==> config.mk <==
export PLATFORM = sky130hd
export DESIGN_NAME = interrupt_dispatcher
export DESIGN_NICKNAME = d
export VERILOG_FILES = /design/src/rtl/interrupt_dispatcher.sv
export SDC_FILE = /design/constraint.sdc
export NUM_CORES = 1
export LEC_CHECK = 0
export ABC_AREA = 0
export ABC_CLOCK_PERIOD_IN_PS = 1900
export BUFFER_PORTS_ARGS = -buffer_cell sky130_fd_sc_hd__buf_4
export CAP_MARGIN = 20
export CORE_ASPECT_RATIO = 0.7
export CORE_MARGIN = 5
export CORE_UTILIZATION = 42
export CTS_CLUSTER_DIAMETER = 100
export DETAILED_ROUTE_END_ITERATION = 8
export HOLD_SLACK_MARGIN = 0.05
export PLACE_DENSITY = 0.71
export SLEW_MARGIN = 20
export SYNTH_ARGS = -nofsm -noshare
export SYNTH_HDL_FRONTEND = slang
export SYNTH_SLANG_ARGS = --single-unit
==> constraint.sdc <==
create_clock -name CLK -period 1.9 [get_ports CLK]
set_input_delay 0.38 -clock CLK [delete_from_list [all_inputs] [get_ports CLK]]
set_output_delay 0.38 -clock CLK [all_outputs]
set_load 0.03 [all_outputs]
==> src/rtl/interrupt_dispatcher.sv <==
// Interrupt dispatcher: IE/IF registers, IME with the EI delay, priority
// resolution and the five M-cycle interrupt entry sequence.
module interrupt_dispatcher #(
  parameter int unsigned NUM_IRQ  = 5,
  parameter logic [7:0]  VEC_BASE = 8'h40
) (
  input  logic               CLK,
  input  logic               RESET,
  input  logic               m_tick,
  input  logic               instr_end,
  input  logic               ie_sel,
  input  logic               if_sel,
  input  logic               WR,
  input  logic               RD,
  input  logic [7:0]         DL_in,
  output logic [7:0]         DL_out,
  input  logic [NUM_IRQ-1:0] irq_req,
  input  logic               ei,
  input  logic               di,
  input  logic               reti,
  input  logic               halted,
  output logic               dispatch,
  output logic [2:0]         disp_state,
  output logic [7:0]         int_vector,
  output logic [NUM_IRQ-1:0] int_ack,
  output logic               cpu_wake,
  output logic               ime
);

  localparam int unsigned IDX_W = (NUM_IRQ > 1) ? $clog2(NUM_IRQ) : 1;

  typedef enum logic [2:0] {
    S_IDLE = 3'd0,
    S_D1   = 3'd1,
    S_D2   = 3'd2,
    S_D3   = 3'd3,
    S_D4   = 3'd4,
    S_D5   = 3'd5
  } state_t;

  state_t             state_q, state_next;
  logic [7:0]         ie_q;
  logic [NUM_IRQ-1:0] if_q, if_next;
  logic               ime_q, ime_pending_q;
  logic               ime_upd, pend_upd, ime_next, pend_next;
  logic [7:0]         int_vector_q;
  logic               cpu_wake_q;

  logic [NUM_IRQ-1:0] pending;
  logic               any_pending;
  logic               boundary, start, resolve, found;
  logic [IDX_W-1:0]   sel_idx;
  logic [7:0]         sel_vector;
  logic [7:0]         if_read;
  logic               wr_ie, wr_if;

  assign pending     = ie_q[NUM_IRQ-1:0] & if_q;
  assign any_pending = |pending;
  assign wr_ie       = WR & ie_sel & m_tick;
  assign wr_if       = WR & if_sel & m_tick;
  assign boundary    = m_tick & instr_end & (state_q == S_IDLE);
  // Winner is chosen at the end of D4 so a late IE/IF change is honoured.
  assign resolve     = (state_q == S_D4) & m_tick & ~RESET;

  // Lowest set pending bit wins; scanning downward leaves the lowest index.
  always_comb begin
    // NOTE: every variable gets a default before any branch, otherwise an
    // unassigned path would infer a latch.
    sel_idx = '0;
    found   = 1'b0;
    for (int i = NUM_IRQ - 1; i >= 0; i--) begin
      if (pending[i]) begin
        sel_idx = IDX_W'(i);
        found   = 1'b1;
      end
    end
    sel_vector = VEC_BASE + 8'({sel_idx, 3'b000});
  end

  // Acknowledge is a single-CLK strobe on the resolving m_tick.
  always_comb begin
    int_ack = '0;
    if (resolve && found) begin
      int_ack = {{(NUM_IRQ-1){1'b0}}, 1'b1} << sel_idx;
    end
  end

  // IF next value: ack clear, then CPU write, then peripheral set wins last.
  always_comb begin
    if_next = if_q & ~int_ack;
    if (wr_if) begin
      if_next = DL_in[NUM_IRQ-1:0];
    end
    if_next = if_next | irq_req;
  end

  // IME update at instruction boundaries, then dispatch start overrides it.
  always_comb begin
    ime_upd  = ime_q;
    pend_upd = ime_pending_q;
    if (boundary) begin
      if (di) begin
        ime_upd  = 1'b0;
        pend_upd = 1'b0;
      end else begin
        if (ime_pending_q) begin
          ime_upd  = 1'b1;
          pend_upd = 1'b0;
        end else if (ei) begin
          pend_upd = 1'b1;
        end
        if (reti) begin
          ime_upd = 1'b1;
        end
      end
    end
    start = (state_q == S_IDLE) & any_pending &
            ((boundary & ime_upd) | (m_tick & halted & ime_q));
    ime_next  = start ? 1'b0 : ime_upd;
    pend_next = start ? 1'b0 : pend_upd;
  end

  // Entry sequence: one state per m_tick, off-tick CLKs hold.
  always_comb begin
    state_next = state_q;
    unique case (state_q)
      S_IDLE:  if (start)  state_next = S_D1;
      S_D1:    if (m_tick) state_next = S_D2;
      S_D2:    if (m_tick) state_next = S_D3;
      S_D3:    if (m_tick) state_next = S_D4;
      S_D4:    if (m_tick) state_next = S_D5;
      S_D5:    if (m_tick) state_next = S_IDLE;
      default:             state_next = S_IDLE;
    endcase
  end

  // State register.
  always_ff @(posedge CLK) begin
    // NOTE: registers use non-blocking assignment so every flop samples the
    // pre-edge values regardless of statement order.
    if (RESET) state_q <= S_IDLE;
    else       state_q <= state_next;
  end

  // Interrupt registers, IME, latched vector and wake flag.
  always_ff @(posedge CLK) begin
    if (RESET) begin
      ie_q          <= 8'h00;
      if_q          <= '0;
      ime_q         <= 1'b0;
      ime_pending_q <= 1'b0;
      int_vector_q  <= 8'h00;
      cpu_wake_q    <= 1'b0;
    end else begin
      if (wr_ie) ie_q <= DL_in;
      if_q          <= if_next;
      ime_q         <= ime_next;
      ime_pending_q <= pend_next;
      cpu_wake_q    <= any_pending;
      if (resolve) int_vector_q <= found ? sel_vector : 8'h00;
    end
  end

  // Register read mux; unimplemented IF bits read as 1.
  always_comb begin
    if_read              = 8'hFF;
    if_read[NUM_IRQ-1:0] = if_q;
    DL_out               = 8'h00;
    if (RD && ie_sel)      DL_out = ie_q;
    else if (RD && if_sel) DL_out = if_read;
  end

  assign dispatch   = (state_q != S_IDLE);
  assign disp_state = state_q;
  assign int_vector = int_vector_q;
  assign cpu_wake   = cpu_wake_q;
  assign ime        = ime_q;

endmodule

==> summary.md <==
The area overhead of the layout relative to synthesis was 45.2%. In this run the tool buffered the top-level ports with 47 buffer cells. The post-placement cell area was 1630 µm²; the count of nets after finishing was 231.

The worst-case clock skew was 0.00244 ns. For the floorplan die area, the log shows 4080 µm². The total power per unit cell area is 565 nW/µm².

TritonCTS built the clock tree. After floorplanning, the core was divided into 16 placement rows. The run gives 0 as the remaining design rule violation count. For flop-to-flop paths, the worst setup slack is 0.07 ns. Max-capacitance violation count: 0. Sort of element at the start of the critical path: a register. For the number of global-route vias before repair, the log shows 1148. The initial cell density of the core was 0.436; the share of synthesized registers carrying an async set or reset was 0.

The register area share after synthesis was 0.379. The clock sink total was 23. At the worst endpoint, the arrival time is 1.50 ns. In the synthesized netlist the dominant register cell turns out to be sky130_fd_sc_hd__dfxtp_1. Wires add up to 3500 µm.

The maximum level of the CTS H-tree was 1; the transition at the pin with the smallest max-transition slack was 0.538 ns. The critical register-to-register path startpoint is disp_state[0]$_SDFFE_PP0P_. The static power due to leakage came out at 0.788 nW. Leading area contributor after synthesis: sky130_fd_sc_hd__dfxtp_1. Sorting the synthesized cells by area gives the leading types as sky130_fd_sc_hd__dfxtp_1, sky130_fd_sc_hd__nand2_1, sky130_fd_sc_hd__mux2i_1. The number of hold-slack violations in the final timing report came out at 0.

After detailed routing, the number of vias per cell comes to 5.37. The run gives 1760 µm² as the final instance area. The logs give 0.172 for the global-route usage over all layers and 105 for the number of violations reported at the end of detailed-routing iteration 0. The chip width was 74.3 µm; the final antenna diode count was 0. The placer's final routability congestion estimate is 0.790, and the clock latency at the later pin of the worst-skew pair is 0.26 ns. The end point of the worst hold path was ie_q[5]$_SDFFE_PP0P_. Across all hold checks on the routed design, the worst slack comes to 0.347 ns. The logs give 4 for the first-pass detailed-route iteration total and 2 for the worst-case clock buffer depth.

Yosys mapped the design onto 39 distinct sky130hd cell types. The root buffer cell was sky130_fd_sc_hd__clkbuf_8. The endpoint of the worst register-to-register path was ime_pending_q$_SDFFE_PP0N_. The run gives 23 as the largest net degree at the start of global routing. The ratio of final minimum period to clock period was 0.989. Startpoint of the lowest-slack hold path: DL_in[5]. At the worst endpoint, the required time is 1.52 ns. Across the VDD grid, the largest voltage drop is 0.000527 V.

The first global-routing pass estimated 5250 µm of wire. Summing internal, switching and leakage power gives 0.995 mW. In this run the vertical extent of the chip is 55.0 µm. For the yosys synthesis warning count, the log shows 0. For the fraction of the core area covered by cells at the end of the flow, the log shows 0.633. The number of enable-type register cells in the synthesized netlist was 0; the worst slew margin relative to its limit was 0.641. The HPWL after detailed placement is 2670 µm. The sum of negative setup slack was 0 ns; the top-area cell type share of the netlist area was 0.379. In this run the standard cell core region covers 2780 µm².

The tools report the count of vias placed by the detailed router as 1293. For the netlist area before placement, the log shows 1210 µm². The cell count after synthesis came out at 153. Type of the worst setup path: register to primary output.

The maximum fanout count along the critical path is 7, and the setup violation total in the final timing report is 0. The worst-case reg-to-reg path depth was 4; the count of state elements after synthesis was 23. Initial antenna violation count: 0. Setup repair after global routing could not meet its margin everywhere.

The minimum clock period after layout is 1.88 ns, and the count of boundary I/O pins is 52. The clock input transition at the sequential cells of the worst setup and hold paths works out to 0.08 ns. Each instance of the synthesized netlist takes up on average 7.93 µm².

The flow ran to the end, and the final reports show no timing, DRC or antenna violations. The worst hold path belongs to the class input pin to register. Counting the buffers created by CTS gives 3. The achievable frequency came out at 0.532 GHz. The count of nets left with antenna violations once routing finished came out at 0. In this run, post-CTS hold repair placed 0 buffers.

In the final routed layout, each cell accounts on average for 14.5 µm. The cell count of the worst hold path came out at 3. The run gives 0 as the number of pins with negative max-slew slack in the final report.

The worst setup path is captured at a primary output. The overall overflow remaining after global route is 0, and the fraction of final layout cells sized beyond drive strength 1 is 0.371.
[how the worst max path moves through the flow]
stage | startpoint | to | slack, ns | cells past startpoint
finish | disp_state[1]$_SDFFE_PP0P_ | int_ack[2] | 0.02 | 4
global route | disp_state[1]$_SDFFE_PP0P_ | int_ack[2] | -0.02 | 4
floorplan | disp_state[1]$_SDFFE_PP0P_ | ime_pending_q$_SDFFE_PP0N_ | 0.02 | 5
detailed placement | m_tick | ime_pending_q$_SDFFE_PP0N_ | -0.03 | 5
CTS | disp_state[1]$_SDFFE_PP0P_ | int_ack[2] | 0.002 | 4
global placement | m_tick | ime_pending_q$_SDFFE_PP0N_ | 0.06 | 5
[worst max-delay path, cell delays in order, from the launching register on]
cell                       delay [ns]
sky130_fd_sc_hd__dfxtp_4         0.37
sky130_fd_sc_hd__and4bb_4        0.39
sky130_fd_sc_hd__nand2_8         0.09
sky130_fd_sc_hd__nor3b_4         0.22
sky130_fd_sc_hd__buf_6           0.15
[synthesized netlist by cell type, types with 3 or more instances]
library cell                n
sky130_fd_sc_hd__clkbuf_1   5
sky130_fd_sc_hd__and2_1     5
sky130_fd_sc_hd__nor3_1     6
sky130_fd_sc_hd__a21boi_0   3
sky130_fd_sc_hd__buf_4      4
sky130_fd_sc_hd__inv_1      3
sky130_fd_sc_hd__nand3_1    7
sky130_fd_sc_hd__o21ai_0    6
sky130_fd_sc_hd__a21oi_1   13
sky130_fd_sc_hd__nor2_1    14
sky130_fd_sc_hd__dfxtp_1   23
sky130_fd_sc_hd__nand2_1   26
sky130_fd_sc_hd__mux2i_1    8
[logic make-up after synthesis]
logic type	after synthesis	synth area share
xor gates and xnor gates	1	0.00722
AOI/OAI and AO/OA	36	0.199
and+or+nand+nor	70	0.282
muxes	8	0.0660
other	1	0.00309
DFF	23	0.379
buffers and inverters	14	0.0629
[cell usage in the layout, fill, tap and decap left out, types with 2 or more instances in the layout]
master                     synthesis  routed
sky130_fd_sc_hd__inv_1             3       3
sky130_fd_sc_hd__and3_1            2       2
sky130_fd_sc_hd__conb_1            1       4
sky130_fd_sc_hd__mux2i_1           8       8
sky130_fd_sc_hd__o211ai_1          2       2
sky130_fd_sc_hd__nor2_2            0       2
sky130_fd_sc_hd__buf_6             1       3
sky130_fd_sc_hd__nand2b_1          2       2
sky130_fd_sc_hd__dfxtp_1          23      20
sky130_fd_sc_hd__nor3_1            6       4
sky130_fd_sc_hd__a21oi_1          13      13
sky130_fd_sc_hd__nand2_1          26      24
sky130_fd_sc_hd__a21boi_0          3       3
sky130_fd_sc_hd__nor2_1           14      12
sky130_fd_sc_hd__dfxtp_2           0       2
sky130_fd_sc_hd__nand3_1           7       7
sky130_fd_sc_hd__and2_1            5       5
sky130_fd_sc_hd__o311ai_0          2       2
sky130_fd_sc_hd__clkbuf_8          0       3
sky130_fd_sc_hd__buf_4             4      52
sky130_fd_sc_hd__nor3_4            0       2
sky130_fd_sc_hd__o21ai_0           6       6
[power breakdown]
part / leakage, nW / internal (mW) / switching, mW
Sequential: 0.190 / 0.498 / 0.0184
Combinational: 0.577 / 0.0781 / 0.0972
Clock: 0.0217 / 0.148 / 0.156
[sequential cells by signal (all words and copies together) (netlist names)]
register       flops
ie_q               8
ime                1
ime_pending_q      1
disp_state         3
cpu_wake           1
if_q               5
int_vector         4
[cell type report]
cell class | count | area, µm²
multi-input cells | 120 | 766
flip-flops and latches | 23 | 467
clock buffers | 3 | 41.3
repair buffers | 55 | 424
fillers | 242 | 1020
clock inverters | 1 | 7.51
well taps | 36 | 45.0
inverters | 3 | 11.3
[layer usage]
layer,vias to the layer above,share of wire,GRT usage
met3,2,0.092,0.0397
met2,55,0.47,0.272
met4,0,0.0054,0.0562
li1,642,-,-
met1,594,0.43,0.233
met5,-,0,0
[through the flow]
stage | cells | setup WS, ns
floorplan | 156 | 0.0151
global placement | 231 | 0.0581
detailed placement | 231 | -0.0307
CTS | 236 | 0.00226
global route | 241 | -0.0201
finish | 241 | 0.0214
[timing repair]
action,CTS,global route
setup endpoints to repair,5,4
cloned,0,1
resized for setup,2,7
pin swaps,1,3
setup buffers,1,4
endpoints found under the hold margin,0,0
No activity file was read; power rests on OpenSTA's default activity.
